===== src/rtl/nibble_seq_pkg.sv =====
// nibble_seq_pkg: shared state encoding, default sizing and derived widths for nibble_seq_ctrl
package nibble_seq_pkg;
    typedef enum logic {LOAD = 1'b0, PLAY = 1'b1} state_t;
    localparam int DEF_DEPTH = 8;
    localparam int DEF_STEP_CYCLES = 4;
    localparam int PTR_W = $clog2(DEF_DEPTH);
    localparam int CNT_W = $clog2(DEF_DEPTH + 1);
    localparam int TICK_W = $clog2(DEF_STEP_CYCLES);
endpackage


===== src/rtl/edge_sync.sv =====
// edge_sync: two-flop synchronizer followed by a one-cycle rising-edge pulse
module edge_sync (
    input  logic clk,
    input  logic reset,
    input  logic sig,
    output logic rise
);
    logic s1, s2, s3;
    always_ff @(posedge clk) begin
        if (!reset) {s1, s2, s3} <= 3'b000;
        else {s1, s2, s3} <= {sig, s1, s2};
    end
    assign rise = s2 & ~s3;
endmodule


===== src/rtl/nibble_seq_ctrl.sv =====
// nibble_seq_ctrl: assembles strobed nibbles into a byte program and plays it back at a fixed step rate
module nibble_seq_ctrl
    import nibble_seq_pkg::*;
#(
    parameter int DEPTH = DEF_DEPTH,
    parameter int STEP_CYCLES = DEF_STEP_CYCLES
) (
    input  logic       clk,
    input  logic       reset,
    input  logic [3:0] din,
    input  logic       valid,
    input  logic       toggle,
    output logic [7:0] dout,
    output logic       mode,
    output logic       full
);
    localparam int PW = $clog2(DEPTH);
    localparam int CW = $clog2(DEPTH + 1);
    localparam int TW = $clog2(STEP_CYCLES);
    state_t state;
    logic phase, paused, val_ev, tog_ev, we;
    logic [3:0] lo_nib;
    logic [7:0] last;
    logic [PW-1:0] wr_ptr, rd_ptr;
    logic [CW-1:0] count;
    logic [TW-1:0] tick;
    logic [7:0] mem [DEPTH];
    edge_sync u_valid (.clk(clk), .reset(reset), .sig(valid), .rise(val_ev));
    edge_sync u_toggle (.clk(clk), .reset(reset), .sig(toggle), .rise(tog_ev));
    assign full = count == CW'(DEPTH);
    assign mode = state == PLAY;
    assign dout = (state == PLAY) ? mem[rd_ptr] : last;
    assign we = state == LOAD && !tog_ev && val_ev && phase && !full;
    always_ff @(posedge clk) begin
        if (we) mem[wr_ptr] <= {din, lo_nib};
    end
    // a toggle event always wins; a coincident valid event is simply ignored
    always_ff @(posedge clk) begin
        if (!reset) begin
            state <= LOAD;
            phase <= 1'b0;
            lo_nib <= 4'h0;
            last <= 8'h00;
            wr_ptr <= '0;
            count <= '0;
            rd_ptr <= '0;
            tick <= '0;
            paused <= 1'b0;
        end else if (tog_ev) begin
            phase <= 1'b0;
            if (state == PLAY) begin
                state <= LOAD;
                count <= '0;
                wr_ptr <= '0;
                last <= 8'h00;
            end else if (count != '0) begin
                state <= PLAY;
                rd_ptr <= '0;
                tick <= '0;
                paused <= 1'b0;
            end
        end else if (state == LOAD) begin
            if (val_ev && !phase) begin
                lo_nib <= din;
                phase <= 1'b1;
            end else if (val_ev) begin
                phase <= 1'b0;
                if (!full) begin
                    last <= {din, lo_nib};
                    wr_ptr <= wr_ptr + PW'(1);
                    count <= count + CW'(1);
                end
            end
        end else begin
            if (val_ev) paused <= ~paused;
            if (!paused) begin
                tick <= (tick == TW'(STEP_CYCLES - 1)) ? '0 : tick + TW'(1);
                if (tick == TW'(STEP_CYCLES - 1))
                    rd_ptr <= (CW'(rd_ptr) == count - CW'(1)) ? '0 : rd_ptr + PW'(1);
            end
        end
    end
endmodule


===== config.mk =====
export PLATFORM = sky130hd
export DESIGN_NAME = nibble_seq_ctrl
export DESIGN_NICKNAME = d
export VERILOG_FILES = /design/src/rtl/nibble_seq_pkg.sv /design/src/rtl/edge_sync.sv /design/src/rtl/nibble_seq_ctrl.sv
export SDC_FILE = /design/constraint.sdc
export NUM_CORES = 1
export LEC_CHECK = 0
export ABC_AREA = 0
export BUFFER_PORTS_ARGS = -buffer_cell sky130_fd_sc_hd__buf_2
export CAP_MARGIN = 20
export CORE_MARGIN = 1
export CORE_UTILIZATION = 55
export DETAILED_ROUTE_END_ITERATION = 6
export PLACE_DENSITY = 0.68
export SETUP_SLACK_MARGIN = 0.4
export SLEW_MARGIN = 20
export SYNTH_ARGS = -nofsm -noshare
export SYNTH_HDL_FRONTEND = slang
export SYNTH_SLANG_ARGS = --single-unit

===== constraint.sdc =====
create_clock -name clk -period 3.46 [get_ports clk]
set_clock_uncertainty 0.15 [all_clocks]
set_input_delay 0.519 -clock clk [delete_from_list [all_inputs] [get_ports clk]]
set_output_delay 0.519 -clock clk [all_outputs]
set_load 0.02 [all_outputs]

==> results.md, run 1 <==
* Sort of element at the end of the critical path: register
* IO buf count at 17
* Net count after synthesis at 275
* Kind of path behind the tightest hold check: in -> reg
* Clock edge transition at the registers on the reported setup and hold paths at 90 ps
* Final critical-path required period at 2740 ps
* Max Clk Rate at 364 MHz
* Static leakage at roughly 1.5 nW
* Die W at between 80 and 90 um
* Gate count after technology mapping at around 260
* Number of iterations in the first detailed-routing pass at 4
* Antenna cell count at 0
* Post-synth cell types at between 40 and 50
* Source-to-sink clock delay at the later pin of the worst-skew pair at about 350 ps
* Syn. warnings at 0
* Via count at 2134
* Combined global-route utilization of all metal layers at 0.214
* CTS Root Buffer Type: clkbuf_8
* Delay contributed by the slowest stage of the critical path at 570 ps
* Average detailed-routed wire length per instance at between 15 and 20 um
* Post-synth top area cell: edfxtp_1
* Transition time at the pin with the least slew margin at 786 ps
* WL final at between 7000 and 8000 um
* Total clock sinks at 100
* Count of routing violations after the opening detailed-route iteration at about 150
* Final period util at 0.793
* Io pins at 18
* Cells taking the most area after synthesis: edfxtp_1 (48%), dfxtp_1 (18%), mux4_2 (9.0%)
* Final core utilization at 0.631
* Residual overflow from global routing at 0
* Final number of hold-violating endpoints at 0
* FFs w/ async S/R, synth at 0
* Largest net degree at the start of global routing at 24
* Setup Buffers After CTS at 0
* Worst Hold Path EP: u_toggle.s1
* Clock tree buffer depth at 2
* Fraction of final layout cells sized beyond drive strength 1 at 0.201
* Relative slew slack at 0.475
* Instance count along the most critical hold path at 2
* R2R Path Start: count[0]
* H-tree level count at 3
* Status: finished, final reports clean
* Total number of placement rows at 30
* Cell with the largest stage delay on the worst path: nor2_1
* Top-area cell type share of the netlist area at 0.481
* Capturing point of the worst reg2reg path: mem[5][3]
* Die Footprint at around 7600 um2
* Slack of the worst reg-to-reg path at 720 ps
* Post-synthesis register bit count at 100
* Area growth syn-to-layout at 9.05%
* Number of global-route vias before repair at between 2000 and 2500
* Synth Cell Area at 4000 um2
* Startpoint of the lowest-slack hold path: toggle
* Initial antenna violation count at 0
* Number of clock buffers inserted by TritonCTS at 9
* Number of violations of the max-capacitance limit at 0
* Arrival time reported for the critical path endpoint at 2580 ps
* Register-to-Register Path Depth at 6
* Post-synthesis sequential area ratio at 0.661
* Number of enable flip-flop cells after synthesis at 64
* Startpoint type of the worst setup path: register
* Final setup violation count at 0
* Core Box Area at 6910 um2
* Setup TNS at 0 ps
* Count of nets after finishing at between 200 and 300
* Unrepaired setup endpoints after global routing: no
* Total Power Consumption at 0.00198 W
* Initial cell density of the core at 0.579
* Top FF cell, synth: edfxtp_1
* Average via count per standard cell at 5.56
* Max VDD drop at 0.272 mV
* Crit Path Max Fanout at 8
* Die span in y at 87.3 um
* Classification of the worst setup path: reg -> reg
* Most numerous cell in the Yosys netlist: edfxtp_1
* Remaining antenna violation count at 0
* Cell area power density at 454 nW/um2
* TritonCTS clock tree: done
* Most instantiated cells after synthesis: edfxtp_1 (64), dfxtp_1 (36), nor2_1 (17), mux4_2 (16)
* Syn Area/Cell at 15.3 um2
* Final HPWL from detailed placement at 4810 um
* Number of max-slew violations in the final report at 0
* Drt drc at 0
* Cell chain of the critical path: inv_1 > ha_1 > and3b_2 > nor4_4 > nand2_1 > nor2_1
* Final weighted congestion in routability-driven placement at 0.837
* CTS resizes at 0
* Wire length of the first global-routing pass at 11300 um
* # hold bufs at CTS at 0
* Worst path required time at 3300 ps
==> stage by stage <==
| step | cells | worst slack [ps] | hold WS, ps | area (um2) |
|---|---|---|---|---|
| finish | 384 | 716 | 213 | 4360 |
| global route | 384 | 475 | 191 | 4360 |
| CTS | 384 | 669 | 201 | 4360 |
| detailed placement | 368 | 709 | 273 | 4180 |
| global placement | 368 | 777 | 277 | 4180 |
| floorplan | 262 | 801 | 262 | 4000 |
==> layout make-up <==
type	count	area, um2
inverters	3	11.3
repair buffers	21	115
fillers	556	2550
clock inverters	6	40.0
multi-input cells	148	1290
clock buffers	10	138
well taps	96	120
flip-flops and latches	100	2640
==> layout by cell type, fill, tap and decap left out, types with 2 or more instances in the layout <==
cell type / instances
edfxtp_1: 64
dfxtp_1: 36
nor2_1: 17
buf_2: 17
mux4_2: 16
mux2i_1: 13
nand2_1: 13
a21oi_1: 10
a22o_1: 10
clkbuf_8: 10
nor2b_1: 8
and2_1: 7
nand2b_1: 5
ha_1: 5
nor3_1: 4
xor2_1: 4
nor3b_1: 4
a21boi_1: 4
buf_4: 4
xnor2_1: 3
clkinvlp_4: 3
inv_1: 2
clkinv_1: 2
o21ai_1: 2
a211oi_1: 2
nand3_1: 2
==> routing by layer <==
layer	GRT usage	vias up	share of wire	wire [um]
met5	0	-	0	0
met1	0.294	1027	0.44	3200
met2	0.336	60	0.49	3570
met4	0.0626	0	0.011	79
met3	0.0588	7	0.060	435
li1	-	1040	-	-
==> critical path: cells and delay by family (launching register included) <==
kind	cells	cell delay, ps
adders and majority gates	1	240
DFF	1	450
and+or+nand+nor	4	1430
buffers and inverters	1	110
==> flip-flops by register name (all words and copies together) (netlist names), 2 cells and up, named ones only <==
name / flops
last: 8
mem: 64
rd_ptr: 3
tick: 2
count: 4
lo_nib: 4
wr_ptr: 3
==> worst max-delay path by stage <==
| stage | start | end | slack, ps | depth (start not counted) |
|---|---|---|---|---|
| after floorplan | count[0] | mem[0][0] | 800 | 6 |
| after global placement | count[0] | mem[5][1] | 780 | 6 |
| after detailed placement | count[0] | mem[5][1] | 710 | 6 |
| after CTS | register | dout[3] | 670 | 4 |
| after global routing | count[0] | mem[5][2] | 470 | 6 |
| final | count[0] | mem[5][3] | 720 | 6 |
==> power by group <==
part            total, W  internal [W]  switching, W
Sequential       0.00128       0.00127    0.00000918
Combinational  0.0000429     0.0000159     0.0000270
Clock           0.000658      0.000278      0.000380
==> cells by family (layout without fill, tap and decap cells) <==
group,after synthesis,after routing,share of synthesized area
buffers and inverters,14,40,0.0156
AO/OA/AOI/OAI,35,35,0.0670
adder cells (fa/ha/maj),5,5,0.0156
AND/OR/NAND/NOR,72,72,0.103
flip-flops,100,100,0.661
multiplexers,29,29,0.123
XOR/XNOR,7,7,0.0153
No activity file was read; power rests on OpenSTA's default activity.
==> run 2, diff against run 1 <==
--- a/config.mk
+++ b/config.mk
@@ -9,9 +9,9 @@
 export BUFFER_PORTS_ARGS = -buffer_cell sky130_fd_sc_hd__buf_2
 export CAP_MARGIN = 20
 export CORE_MARGIN = 1
-export CORE_UTILIZATION = 55
+export CORE_UTILIZATION = 54
 export DETAILED_ROUTE_END_ITERATION = 6
-export PLACE_DENSITY = 0.68
+export PLACE_DENSITY = 0.7
 export SETUP_SLACK_MARGIN = 0.4
 export SLEW_MARGIN = 20
 export SYNTH_ARGS = -nofsm -noshare
==> constraint.sdc (replaced) <==
create_clock -name clk -period 2.38 [get_ports clk]
set_clock_uncertainty 0.15 [all_clocks]
set_input_delay 0.357 -clock clk [delete_from_list [all_inputs] [get_ports clk]]
set_output_delay 0.357 -clock clk [all_outputs]
set_load 0.02 [all_outputs]
==> results.md, run 2 (synthesis gave the netlist of run 1 again) <==
* Status: complete, but fails checks
* Violations in the final reports: negative setup slack
* Number of max-slew violations in the final report at 0 (unchanged)
* Final core utilization at 0.698 (+0.0669)
* Count of routing violations after the opening detailed-route iteration at 107 (-27%)
* Number of iterations in the first detailed-routing pass at 4 (unchanged)
* Register ranked first by flip-flop count: mem
* Final worst setup slack at -52.8 ps (-769 ps)
* Startpoint of the lowest-slack hold path: valid
* Clock edge transition at the registers on the reported setup and hold paths at 90 ps (about the same)
* Area growth syn-to-layout at 26.0%
* Final period util at 1.02
* Average detailed-routed wire length per instance at 19.8 um (+4.6%)
* Total number of placement rows at 31 (+3.3%)
* Met3 Wirelength at 347 um (-20%)
* Worst path required time at 1870 ps (-1430 ps)
* Antenna cell count at 0 (unchanged)
* Final number of hold-violating endpoints at 0 (unchanged)
* Instance count along the most critical hold path at 2 (unchanged)
* Arrival time reported for the critical path endpoint at 1930 ps (-650 ps)
* Via count at 2387 (+12%)
* Number of violations of the max-capacitance limit at 0 (unchanged)
* Classification of the worst setup path: reg -> out
* Startpoint type of the worst setup path: register
* Crit Path Max Fanout at 8 (unchanged)
* Total Power Consumption at 0.00304 W (+53%)
* TritonCTS clock tree: done
* Final critical-path required period at 2430 ps
* IO buf count at 17 (unchanged)
* Total clock sinks at 100 (unchanged)
* Transition time at the pin with the least slew margin at 529 ps (-257 ps)
* Worst Hold Path EP: u_valid.s1
* Final HPWL from detailed placement at 4970 um (+3.2%)
* Initial cell density of the core at 0.554 (-0.0247)
* Number of clock buffers inserted by TritonCTS at 9 (unchanged)
* Final hold slack at 42.9 ps (-170 ps)
* Final weighted congestion in routability-driven placement at 0.831 (-0.72%)
* Count of nets after finishing at 333 (+13%)
* Io pins at 18 (unchanged)
* Static leakage at 1.71 nW (+17%)
* Unrepaired setup endpoints after global routing: yes
* H-tree level count at 3 (unchanged)
* Combined global-route utilization of all metal layers at 0.239 (+0.0254)
* Die Footprint at 7750 um2 (+1.8%)
* Biggest regs: mem: 64 flops, last: 8 flops
* Kind of path behind the tightest hold check: in -> reg
* Most frequent standard cell in the layout excluding fill and tap cells: edfxtp_1
* Commonest non-fill, non-tap cells in the layout: edfxtp_1 (64), dfxtp_1 (30), buf_4 (23), buf_6 (19), mux4_2 (16)
* R2R Path Start: count[0]
* Fraction of final layout cells sized beyond drive strength 1 at 0.391 (+0.189)
* Number of global-route vias before repair at 2390 (+15%)
* Number of placed instances, taps included at 377 (+2.4%)
* Clock tree buffer depth at 2 (unchanged)
* Drt drc at 0 (unchanged)
* Max VDD drop at 0.350 mV (+28%)
* Die span in y at 88.0 um (+0.90%)
* Largest net degree at the start of global routing at 24 (unchanged)
* Area after detailed placement at 4340 um2 (+3.7%)
* Source-to-sink clock delay at the later pin of the worst-skew pair at 360 ps (about the same)
* Number of flip-flops under the largest register name at 64 (unchanged)
* CTS Root Buffer Type: clkbuf_8
* Register-to-Register Path Depth at 8 (+2)
* Initial antenna violation count at 0 (unchanged)
* Final standard cell area without fillers at 5040 um2 (+16%)
* Slack of the worst reg-to-reg path at 280 ps (-440 ps)
* Wire length on met2 at 4440 um (+24%)
* Cell area power density at 603 nW/um2 (+33%)
* Residual overflow from global routing at 0 (unchanged)
* Fill cell count at 513 (-7.7%)
* Sort of element at the end of the critical path: output pin
* Core Box Area at 7210 um2 (+4.5%)
* # hold bufs at CTS at 0 (unchanged)
* WL final at 8420 um (+16%)
* Max Clk Rate at 411 MHz
* Remaining antenna violation count at 0 (unchanged)
* Wire length of the first global-routing pass at 12900 um (+14%)
* Max Used Layer: met4
* Metal1 wirelength at 3290 um (+2.8%)
* Final setup violation count at 1 (+1)
* Capturing point of the worst reg2reg path: mem[0][1]
* Average via count per standard cell at 5.63 (+1.3%)
* Die W at 88.0 um (+0.90%)
* Relative slew slack at 0.647 (+0.171)
* Final standard cell count with taps included and fillers excluded at 424 (+10%)
## run 2: per-layer routing
metal | vias up | global-route usage
li1 | 1119 | -
met4 | 0 | 0.136
met5 | - | 0
met3 | 24 | 0.0368
met1 | 1187 | 0.283
met2 | 57 | 0.417
## run 2: cell type report
class,instances,area (um2),share of cell area
Sequential cell,100,2660,0.528
Timing Repair Buffer,58,579,0.115
Clock inverter,7,83.8,0.0166
Inverter,3,13.8,0.00273
Multi-Input combinational cell,148,1450,0.289
Clock buffer,9,124,0.0246
Tap cell,99,124,0.0246
## run 2: through the flow
stage,setup TNS (ps),setup slack [ps]
global placement,0,147
floorplan,0,110
detailed placement,0,56.7
finish,-52.8,-52.8
CTS,-48.3,-28.1
global route,-414,-99.7
## run 2: worst max path at each step
stage | start | end | slack [ps] | cells past startpoint
3_3_place_gp | count[0] | mem[4][6] | 150 | 6
4_1_cts | register | dout[2] | -30 | 5
5_1_grt | register | dout[2] | -100 | 5
3_5_place_dp | count[1] | mem[4][5] | 60 | 6
2_1_floorplan | mode | mem[4][0] | 110 | 4
6_report | register | dout[2] | -50 | 5
## run 2: critical path: stages, from the launching register on
cell     delay (ps)
dfxtp_4         410
buf_12          150
mux4_2          520
mux2i_2         190
a21oi_2         110
buf_4           170
## run 2: timing repair
| item | CTS | global route |
|---|---|---|
| gates resized for setup | 35 | 21 |
| buffers inserted | 23 | 6 |
| cloned | 2 | 0 |
| endpoints found under the hold margin | 0 | 0 |
| pin swaps | 27 | 25 |
| setup endpoints to repair | 90 | 96 |
## run 2: power breakdown
part | leakage [nW] | total [W] | switching (W) | internal [W]
clock | 0.0955 | 0.00110 | 0.000602 | 0.000502
sequential | 0.884 | 0.00185 | 0.0000124 | 0.00184
combinational | 0.735 | 0.0000801 | 0.0000456 | 0.0000345
==> run 3, diff against run 2 <==
--- a/config.mk
+++ b/config.mk
@@ -12,6 +12,7 @@
 export CORE_UTILIZATION = 54
 export DETAILED_ROUTE_END_ITERATION = 6
 export PLACE_DENSITY = 0.7
+export REMOVE_ABC_BUFFERS = 1
 export SETUP_SLACK_MARGIN = 0.4
 export SLEW_MARGIN = 20
 export SYNTH_ARGS = -nofsm -noshare
==> results.md, run 3 (synthesis gave the netlist of run 1 again) <==
* Number of violations of the max-capacitance limit at 0 (unchanged)
* Max VDD drop at 0.270 mV (-23%)
* IO buf count at 17 (unchanged)
* Die span in y at 88.0 um (unchanged)
* Number of global-route vias before repair at 2295 (-4.0%)
* Cell chain of the critical path: buf_12 > mux4_2 > mux2i_1 > a21oi_1 > buf_4
* Classification of the worst setup path: reg -> out
* Final number of hold-violating endpoints at 0 (unchanged)
* Combined global-route utilization of all metal layers at 0.231 (-0.00837)
* Initial antenna violation count at 0 (unchanged)
* Delay contributed by the slowest stage of the critical path at 540 ps (+20 ps)
* R2R Path Start: count[0]
* Destination of the critical timing path: dout[6]
* Capturing point of the worst reg2reg path: mem[1][1]
* Remaining antenna violation count at 0 (unchanged)
* Final weighted congestion in routability-driven placement at 0.842 (+1.3%)
* Total clock sinks at 100 (unchanged)
* Residual overflow from global routing at 0 (unchanged)
* Static leakage at 1.68 nW (-1.8%)
* Violations in the final reports: negative setup slack
* Clock tree buffer depth at 2 (unchanged)
* Setup TNS at -13.1 ps (+39.7 ps)
* Fraction of final layout cells sized beyond drive strength 1 at 0.368 (-0.0232)
* Count of routing violations after the opening detailed-route iteration at 160 (+50%)
* Startpoint type of the worst setup path: register
* Cell area power density at 624 nW/um2 (+3.5%)
* Die Footprint at 7750 um2 (unchanged)
* Status: complete, but fails checks
* Area after detailed placement at 4320 um2 (-0.46%)
* Relative slew slack at 0.607 (-0.0396)
* Wire length of the first global-routing pass at 12600 um (-2.4%)
* Transition time at the pin with the least slew margin at 589 ps (+59.4 ps)
* Biggest regs: mem: 64 flops, last: 8 flops
* Arrival time reported for the critical path endpoint at 1890 ps (-40 ps)
* Net switching power figure at 0.000690 W (+4.6%)
* Max Clk Rate at 418 MHz (+1.7%)
* Final HPWL from detailed placement at 4980 um (+0.23%)
* Average detailed-routed wire length per instance at 20.7 um (+4.2%)
* Count of nets after finishing at 329 (-1.2%)
* Unrepaired setup endpoints after global routing: yes
* Final period util at 1.01 (-0.0167)
* Worst path required time at 1870 ps (about the same)
* Drt drc at 0 (unchanged)
* Antenna cell count at 0 (unchanged)
* Fill cell count at 505 (-1.6%)
* Number of iterations in the first detailed-routing pass at 5 (+1)
* Commonest non-fill, non-tap cells in the layout: edfxtp_1 (64), dfxtp_1 (31), buf_4 (20), buf_6 (18), mux4_2 (16)
* TritonCTS clock tree: done
* Die W at 88.0 um (unchanged)
* Crit Path Max Fanout at 8 (unchanged)
* Initial cell density of the core at 0.554 (unchanged)
* Io pins at 18 (unchanged)
* Power share of the sequential group at 0.603 (-0.007)
* Kind of path behind the tightest hold check: in -> reg
* H-tree level count at 3 (unchanged)
* Via count at 2449 (+2.6%)
* Area growth syn-to-layout at 23.4%
* Register-to-Register Path Depth at 9 (+1)
* Final setup violation count at 1 (unchanged)
* Total number of placement rows at 31 (unchanged)
* Switching share of power at 0.224 (+0.00700)
* Cell with the largest stage delay on the worst path: mux4_2
* Largest net degree at the start of global routing at 24 (unchanged)
* Part of the total power dissipated in the clock network at 0.371 (+0.008)
* Clock edge transition at the registers on the reported setup and hold paths at 100 ps (about the same)
* Internal power consumption at 0.00239 W (+0.44%)
* CTS Root Buffer Type: clkbuf_8
* Slack of the worst reg-to-reg path at 230 ps (-50 ps)
* Register ranked first by flip-flop count: mem
* Final critical-path required period at 2390 ps (-39.7 ps)
* Final worst setup slack at -13.1 ps (+39.7 ps)
* Core Box Area at 7210 um2 (unchanged)
* Number of flip-flops under the largest register name at 64 (unchanged)
* WL final at 8690 um (+3.2%)
* Final standard cell area without fillers at 4930 um2 (-2.0%)
* Source-to-sink clock delay at the later pin of the worst-skew pair at 360 ps (about the same)
* Number of clock buffers inserted by TritonCTS at 9 (unchanged)
* Average via count per standard cell at 5.83 (+3.6%)
* Logic pwr share at 0.025 (about the same)
* Sort of element at the end of the critical path: output pin
* Number of max-slew violations in the final report at 0 (unchanged)
* Most frequent standard cell in the layout excluding fill and tap cells: edfxtp_1
run 3: final cells by class:
class	instances	area, um2	area share
timing repair buffer	52	470	0.0954
multi-input combinational	150	1460	0.296
clock buffer	9	124	0.0251
sequential	100	2650	0.537
clock inverter	7	90.1	0.0183
tap	99	124	0.0251
inverter	3	11.3	0.00228
run 3: worst max-delay path, delay by kind of cell, from the launching register on:
kind / cells / cell delay (ps)
mux: 2 / 710
flops: 1 / 410
buf+inv: 2 / 310
compound gates: 1 / 80
run 3: power groups by stage:
stage / Combinational, W / Clock (W) / Sequential (W)
after floorplan: 0.0000339 / 0 / 0.00189
after global placement: 0.0000652 / 0 / 0.00190
after detailed placement: 0.0000665 / 0 / 0.00190
after CTS: 0.0000701 / 0.00114 / 0.00186
after global routing: 0.0000846 / 0.00122 / 0.00186
final: 0.0000778 / 0.00114 / 0.00186
run 3: how the worst min path moves through the flow:
stage	endpoint	start	slack, ps	cells after the start
3_3_place_gp	u_valid.s2	u_valid.s1	270	1
5_1_grt	u_toggle.s1	toggle	60	2
3_5_place_dp	u_toggle.s2	u_toggle.s1	280	1
6_report	u_valid.s1	valid	40	2
2_1_floorplan	u_toggle.s2	u_toggle.s1	260	1
4_1_cts	u_valid.s1	valid	40	2
run 3: timing repair:
action / in CTS / in global routing
pin swaps: 12 / 25
gates resized for setup: 33 / 37
hold buffers: 0 / 0
buffers inserted: 6 / 8
gates cloned: 1 / 2
endpoints found under the setup margin: 89 / 93
run 3: metrics by stage:
step	hold slack, ps	power [W]	setup WS [ps]	instances	utilization
2_1_floorplan	262	0.00193	-279	251	-
3_3_place_gp	269	0.00196	153	387	0.599
3_5_place_dp	279	0.00196	59.3	387	0.599
4_1_cts	40.7	0.00307	-12.0	410	0.653
5_1_grt	59.4	0.00317	-68.9	420	0.684
6_report	44.8	0.00308	-13.1	420	0.684
run 3: metal layers:
metal,vias up,track usage,share of wire
met1,1231,0.319,0.43
met2,84,0.367,0.50
met5,-,0,0
met4,0,0.106,0.027
met3,25,0.0311,0.043
li1,1109,-,-
